$ cat config.mk
export PLATFORM = sky130hd
export DESIGN_NAME = arbiter_in_node_v2
export DESIGN_NICKNAME = d
export VERILOG_FILES = /design/src/rtl/arbiter_in_node_v2.sv
export SDC_FILE = /design/constraint.sdc
export NUM_CORES = 1
export LEC_CHECK = 0
export ABC_AREA = 1
export BUFFER_PORTS_ARGS = -buffer_cell sky130_fd_sc_hd__buf_2
export CORE_MARGIN = 1
export CORE_UTILIZATION = 45
export DETAILED_ROUTE_END_ITERATION = 7
export PLACE_DENSITY_LB_ADDON = 0.05
export SLEW_MARGIN = 20
export SYNTH_ARGS = -nofsm -noshare
export SYNTH_HDL_FRONTEND = slang
export SYNTH_SLANG_ARGS = --single-unit
$ cat constraint.sdc
create_clock -name clk -period 2.2 [get_ports clk]
set_clock_uncertainty 0.15 [all_clocks]
set_input_delay 0 -clock clk [delete_from_list [all_inputs] [get_ports clk]]
set_output_delay 0 -clock clk [all_outputs]
set_load 0.02 [all_outputs]
$ cat src/rtl/arbiter_in_node_v2.sv
// arbiter_in_node_v2: input-side wormhole arbiter for the ring node.
// Steers req/rep packets to the ic/dc/mem download registers.
module arbiter_in_node_v2 #(
  parameter int FLIT_W        = 16,
  parameter int CMD_MSB       = 9,
  parameter int CMD_LSB       = 5,
  parameter logic [CMD_MSB-CMD_LSB:0] INSTREP_CMD = 5'b10100,
  parameter int MEM_BIT       = 13,
  parameter int STARVE_MAX    = 4,
  parameter int MAX_PKT_FLITS = 16
) (
  input  logic              clk,
  input  logic              rst,
  input  logic              in_req_rdy,
  input  logic              in_rep_rdy,
  input  logic [1:0]        req_ctrl_in,
  input  logic [1:0]        rep_ctrl_in,
  input  logic [FLIT_W-1:0] req_flit_in,
  input  logic [FLIT_W-1:0] rep_flit_in,
  input  logic [1:0]        ic_download_state_in,
  input  logic [1:0]        dc_download_state_in,
  input  logic [1:0]        mem_download_state_in,
  output logic              ack_req,
  output logic              ack_rep,
  output logic              v_ic,
  output logic              v_dc,
  output logic              v_mem,
  output logic [FLIT_W-1:0] flit_ic,
  output logic [FLIT_W-1:0] flit_dc,
  output logic [FLIT_W-1:0] flit_mem,
  output logic [1:0]        ctrl_ic,
  output logic [1:0]        ctrl_dc,
  output logic [1:0]        ctrl_mem,
  output logic              req_boost,
  output logic              err_pkt
);

  localparam int CNT_W = $clog2(MAX_PKT_FLITS + 1);
  localparam int STV_W = $clog2(STARVE_MAX + 1);

  localparam logic [1:0] C_NONE = 2'b00;
  localparam logic [1:0] C_HEAD = 2'b01;
  localparam logic [1:0] C_BODY = 2'b10;
  localparam logic [1:0] C_TAIL = 2'b11;

  typedef enum logic [1:0] {
    S_IDLE = 2'd0,
    S_IC   = 2'd1,
    S_DC   = 2'd2,
    S_MEM  = 2'd3
  } state_e;

  // index 0 is the rep channel, index 1 the req channel
  state_e            state_q [2];
  state_e            state_d [2];
  logic [CNT_W-1:0]  cnt_q   [2];
  logic [CNT_W-1:0]  cnt_d   [2];
  logic [STV_W-1:0]  starve_q;
  logic [STV_W-1:0]  starve_d;
  logic              err_q;
  logic              err_d;

  logic              rdy  [2];
  logic [1:0]        ctrl [2];
  logic [FLIT_W-1:0] flit [2];
  state_e            tgt  [2];
  state_e            dst  [2];
  logic              try_hd [2];
  logic              win  [2];
  logic              fwd  [2];
  logic              ack  [2];
  logic [3:0]        dst_idle;
  logic              conflict;
  logic              boost;
  logic              err_set;

  assign rdy[0]  = in_rep_rdy;
  assign rdy[1]  = in_req_rdy;
  assign ctrl[0] = rep_ctrl_in;
  assign ctrl[1] = req_ctrl_in;
  assign flit[0] = rep_flit_in;
  assign flit[1] = req_flit_in;

  assign dst_idle = {
    mem_download_state_in == 2'b00,
    dc_download_state_in == 2'b00,
    ic_download_state_in == 2'b00,
    1'b0
  };

  // head-flit destination decode
  always_comb begin
    tgt[0] = rep_flit_in[MEM_BIT] ? S_MEM : S_DC;
    if (rep_flit_in[CMD_MSB:CMD_LSB] == INSTREP_CMD)
      tgt[0] = S_IC;
    tgt[1] = req_flit_in[MEM_BIT] ? S_MEM : S_DC;
  end

  // head arbitration and starvation guard
  always_comb begin
    boost = (starve_q == STV_W'(STARVE_MAX));
    try_hd[0] = (state_q[0] == S_IDLE) && rdy[0] &&
                (ctrl[0] == C_HEAD) && dst_idle[tgt[0]] &&
                (state_q[1] != tgt[0]);
    try_hd[1] = (state_q[1] == S_IDLE) && rdy[1] &&
                (ctrl[1] == C_HEAD) && dst_idle[tgt[1]] &&
                (state_q[0] != tgt[1]);
    conflict = try_hd[0] && try_hd[1] && (tgt[0] == tgt[1]);
    win[0] = try_hd[0] && !(conflict && boost);
    win[1] = try_hd[1] && !(conflict && !boost);
    starve_d = starve_q;
    if (win[1])
      starve_d = '0;
    else if (conflict && !boost)
      starve_d = starve_q + 1'b1;
  end

  // per-channel lock, forwarding, drain and error detection
  always_comb begin
    err_set = 1'b0;
    for (int c = 0; c < 2; c++) begin
      fwd[c]     = 1'b0;
      ack[c]     = 1'b0;
      dst[c]     = state_q[c];
      state_d[c] = state_q[c];
      cnt_d[c]   = cnt_q[c];
      if (state_q[c] == S_IDLE) begin
        if (win[c]) begin
          fwd[c]     = 1'b1;
          ack[c]     = 1'b1;
          dst[c]     = tgt[c];
          state_d[c] = tgt[c];
          cnt_d[c]   = CNT_W'(1);
        end else if (rdy[c] && ctrl[c] != C_HEAD) begin
          ack[c]  = 1'b1;
          err_set = 1'b1;
        end
      end else if (rdy[c]) begin
        fwd[c]   = 1'b1;
        ack[c]   = 1'b1;
        cnt_d[c] = cnt_q[c] + 1'b1;
        if (ctrl[c] == C_TAIL) begin
          state_d[c] = S_IDLE;
        end else begin
          if (ctrl[c] != C_BODY)
            err_set = 1'b1;
          if (cnt_d[c] == CNT_W'(MAX_PKT_FLITS)) begin
            err_set    = 1'b1;
            state_d[c] = S_IDLE;
          end
        end
      end
    end
    if (rst) begin
      err_set = 1'b0;
      for (int c = 0; c < 2; c++) begin
        fwd[c] = 1'b0;
        ack[c] = 1'b0;
      end
    end
    err_d = err_q | err_set;
  end

  // destination output steering
  always_comb begin
    ack_rep  = ack[0];
    ack_req  = ack[1];
    v_ic     = fwd[0] && (dst[0] == S_IC);
    flit_ic  = v_ic ? flit[0] : '0;
    ctrl_ic  = v_ic ? ctrl[0] : C_NONE;
    v_dc     = 1'b0;
    flit_dc  = '0;
    ctrl_dc  = C_NONE;
    v_mem    = 1'b0;
    flit_mem = '0;
    ctrl_mem = C_NONE;
    for (int c = 0; c < 2; c++) begin
      if (fwd[c] && dst[c] == S_DC) begin
        v_dc    = 1'b1;
        flit_dc = flit[c];
        ctrl_dc = ctrl[c];
      end
      if (fwd[c] && dst[c] == S_MEM) begin
        v_mem    = 1'b1;
        flit_mem = flit[c];
        ctrl_mem = ctrl[c];
      end
    end
  end

  assign req_boost = boost;
  assign err_pkt   = err_q;

  // state registers
  always_ff @(posedge clk) begin
    if (rst) begin
      for (int c = 0; c < 2; c++) begin
        state_q[c] <= S_IDLE;
        cnt_q[c]   <= '0;
      end
      starve_q <= '0;
      err_q    <= 1'b0;
    end else begin
      for (int c = 0; c < 2; c++) begin
        state_q[c] <= state_d[c];
        cnt_q[c]   <= cnt_d[c];
      end
      starve_q <= starve_d;
      err_q    <= err_d;
    end
  end

endmodule

==> impl_metrics.tcl <==
set metrics [dict create \
    path_cells "nand2_1 > nand2_1 > nand2_1 > nand4_1 > nor2_2 > nand3_4 > nand2_4 > a21oi_4 > buf_12 > nand3_1 > nand2_2 > buf_6" \
    cts_sinks 18 \
    arrival_ps 2590 \
    viasPerCell 6.83 \
    num_antenna_cells 0 \
    wl_per_cell_um 24.4 \
    slew_headroom_pct 72.7 \
    dr_total_vias 4025 \
    yosys-top-cells-count "nand2_1, nand3_1, nor2_1" \
    syn-instance-count 390 \
    powerDensity_nw_per_um2 237 \
    finalNonFillerCells 589 \
    first_pass_iters 8 \
    max_stage_delay_ps 370 \
    num_rows 24 \
    power_mw 1.01 \
    synthDominantCellAreaShare_pct 22.3 \
    endpoint_kind "output pin" \
    fin_hold_ws_ps 30.2 \
    final_antenna_net_count 0 \
    drtIter0Drc 556 \
    synthesis.nets 440 \
    tightest_slew_ps 406 \
    antenna_found_initial 0 \
    hpwl_um 5010 \
    finalMaxSlewViolations 0 \
    cts_buffers 3 \
    place_inst 548 \
    status "complete, but fails checks" \
    cp_slowest_cell "dfxtp_2" \
    cts_tree "yes" \
    die_y_um 71.5 \
    grt_max_degree 25 \
    fmax_mhz 365 \
    setup_viol 60 \
    cp_data_required_time_ps 2050 \
    period_share_pct 124 \
    initial_core_util_pct 48.3 \
    final_core_util_pct 94.2 \
    synthTopCellsByArea "nand2_1, dfxtp_1, nand3_1" \
    synth_ff_type "dfxtp_1" \
    root_buffer "clkbuf_8" \
    fin_nets 588 \
    p_leak_nw 2.07 \
    crit_start "state_q[0][1]$_SDFFE_PP0P_" \
    overflow 0 \
    die_w_um 71.5 \
    fin_ws_ps -537 \
    routed_wl_um 14400 \
    clk_latency_ps 260 \
    cts.clk_slew.worst_paths_ps 80 \
    crit_type "reg2out" \
    grt_setup_unrepaired "yes" \
    gp_congestion 0.856 \
    htreeDepth 1 \
    grt_pass1_vias 3167 \
    startpoint_type "flip-flop" \
    ir_worst_vdd_v 0.000501 \
    core_um2 4500 \
    ys_seq_area_share_pct 16.6 \
    synth.largest_area_cell "nand2_1" \
    totalNegativeSetupSlack_ps -17090 \
    worstPathMaxFanout 24 \
    ys.warnings.count 0 \
    final-hold-violation-count 0 \
    yosysUniqueCellTypes 32 \
    violations "negative setup slack" \
    grt_usage_pct 36.3 \
    portBuffers 106 \
    worst-path-buf-inv 2 \
    grt_pass1_wl_um 14700 \
    timing.final.crit_period_ps 2740 \
    r2r-start "state_q[0][2]$_SDFFE_PP0P_" \
    drive_above_1_share_pct 54.9 \
    synth-edff-count 0 \
    syn_area_um2 2170 \
    ys_seq_elements 18 \
    global_route.usage.met3_pct 6.33 \
    met1_usage_pct 45.3 \
    met2_usage_pct 61.7 \
    syn_avg_cell_area_um2 5.58 \
    min_from "in_rep_rdy" \
    die_area_um2 5110 \
    io_pins 107 \
    crit_top_cell "nand2_1" \
    hold_class "in2reg" \
    ys_async_sr_fraction_pct 0 \
    syn2layout_area_growth_pct 95.1 \
    grt_busiest_layer "met2" \
    drc_errors 0 \
    yosysMostFrequentCell "nand2_1" \
    clk_path_buf_depth 2 \
    crit_family "simple AND/OR/NAND/NOR gates" \
    cap_viol_max_count 0 \
]
## layout by cell type, fill, tap and decap left out, drive strengths merged, types with 5 or more instances in the layout
cell / count
nor2: 54
a21oi: 16
dfxtp: 18
clkbuf: 5
buf: 146
nor3: 19
inv: 47
nand3: 54
o21ai: 7
nand2: 145
## kinds of logic after synthesis
kind of cell / Yosys count / share of synthesized area (%)
compound gates: 31 / 8.57
xor+xnor: 5 / 2.01
fa+ha+maj: 4 / 2.30
buf+inv: 63 / 14.0
flops: 18 / 16.6
simple gates: 269 / 56.6
## area by class of cell
cell class | count | area [um^2]
Clock buffer | 4 | 55.1
Sequential cell | 18 | 372
Fill cell | 138 | 263
Tap cell | 52 | 65.1
Timing Repair Buffer | 149 | 1320
Multi-Input combinational cell | 318 | 2210
Inverter | 48 | 215
## worst register-to-register path, stage by stage, from the launching register on
cell	delay (ps)
dfxtp_4	400
inv_4	50
o21ai_2	160
nand2_1	110
nand2_2	120
nor2_4	50
nor2_4	190
nand3_4	140
nand2_4	140
buf_6	130
buf_4	110
buf_4	100
nand3_1	60
a21oi_1	200
## per-stage QoR
| step | cell area, um^2 | setup WS [ps] |
|---|---|---|
| floorplan | 2170 | 145 |
| global placement | 2800 | 63.9 |
| detailed placement | 2800 | 8.42 |
| CTS | 3730 | -89.4 |
| global route | 4240 | -560 |
| finish | 4240 | -537 |
## flip-flops by register name, summed over array words and instances (netlist names)
name      cells
cnt_q        10
err_pkt       1
starve_q      3
state_q       4
## worst paths after layout
check	endpoint	slack (ps)	cells past startpoint
setup / recovery	flit_mem[10]	-540	12
hold / removal	err_pkt$_SDFF_PP0_	30	3
setup reg to reg	cnt_q[0][9]$_SDFFE_PP0P_	-20	13
hold reg to reg	cnt_q[0][4]$_SDFFE_PP0P_	330	2
## routing by layer
metal  routed length (um)  part of all wire, %
met1                 4510                   31
met2                 5800                   40
met3                 2420                   17
met4                 1620                   11
met5                    0                    0
## power by group
| group | switching, mW | total (mW) | internal, mW |
|---|---|---|---|
| Clock | 0.129 | 0.288 | 0.159 |
| Combinational | 0.243 | 0.378 | 0.135 |
| Sequential | 0.00876 | 0.339 | 0.331 |
| Total | 0.380 | 1.01 | 0.625 |
## repair_timing
item | in CTS | in global routing
pin swaps | 16 | 30
cloned | 9 | 2
endpoints found under the hold margin | 7 | 0
hold buffers | 2 | 0
endpoints found under the setup margin | 58 | 59
gates resized for setup | 171 | 106
buffers inserted | 14 | 11
No activity file was read; power rests on OpenSTA's default activity.
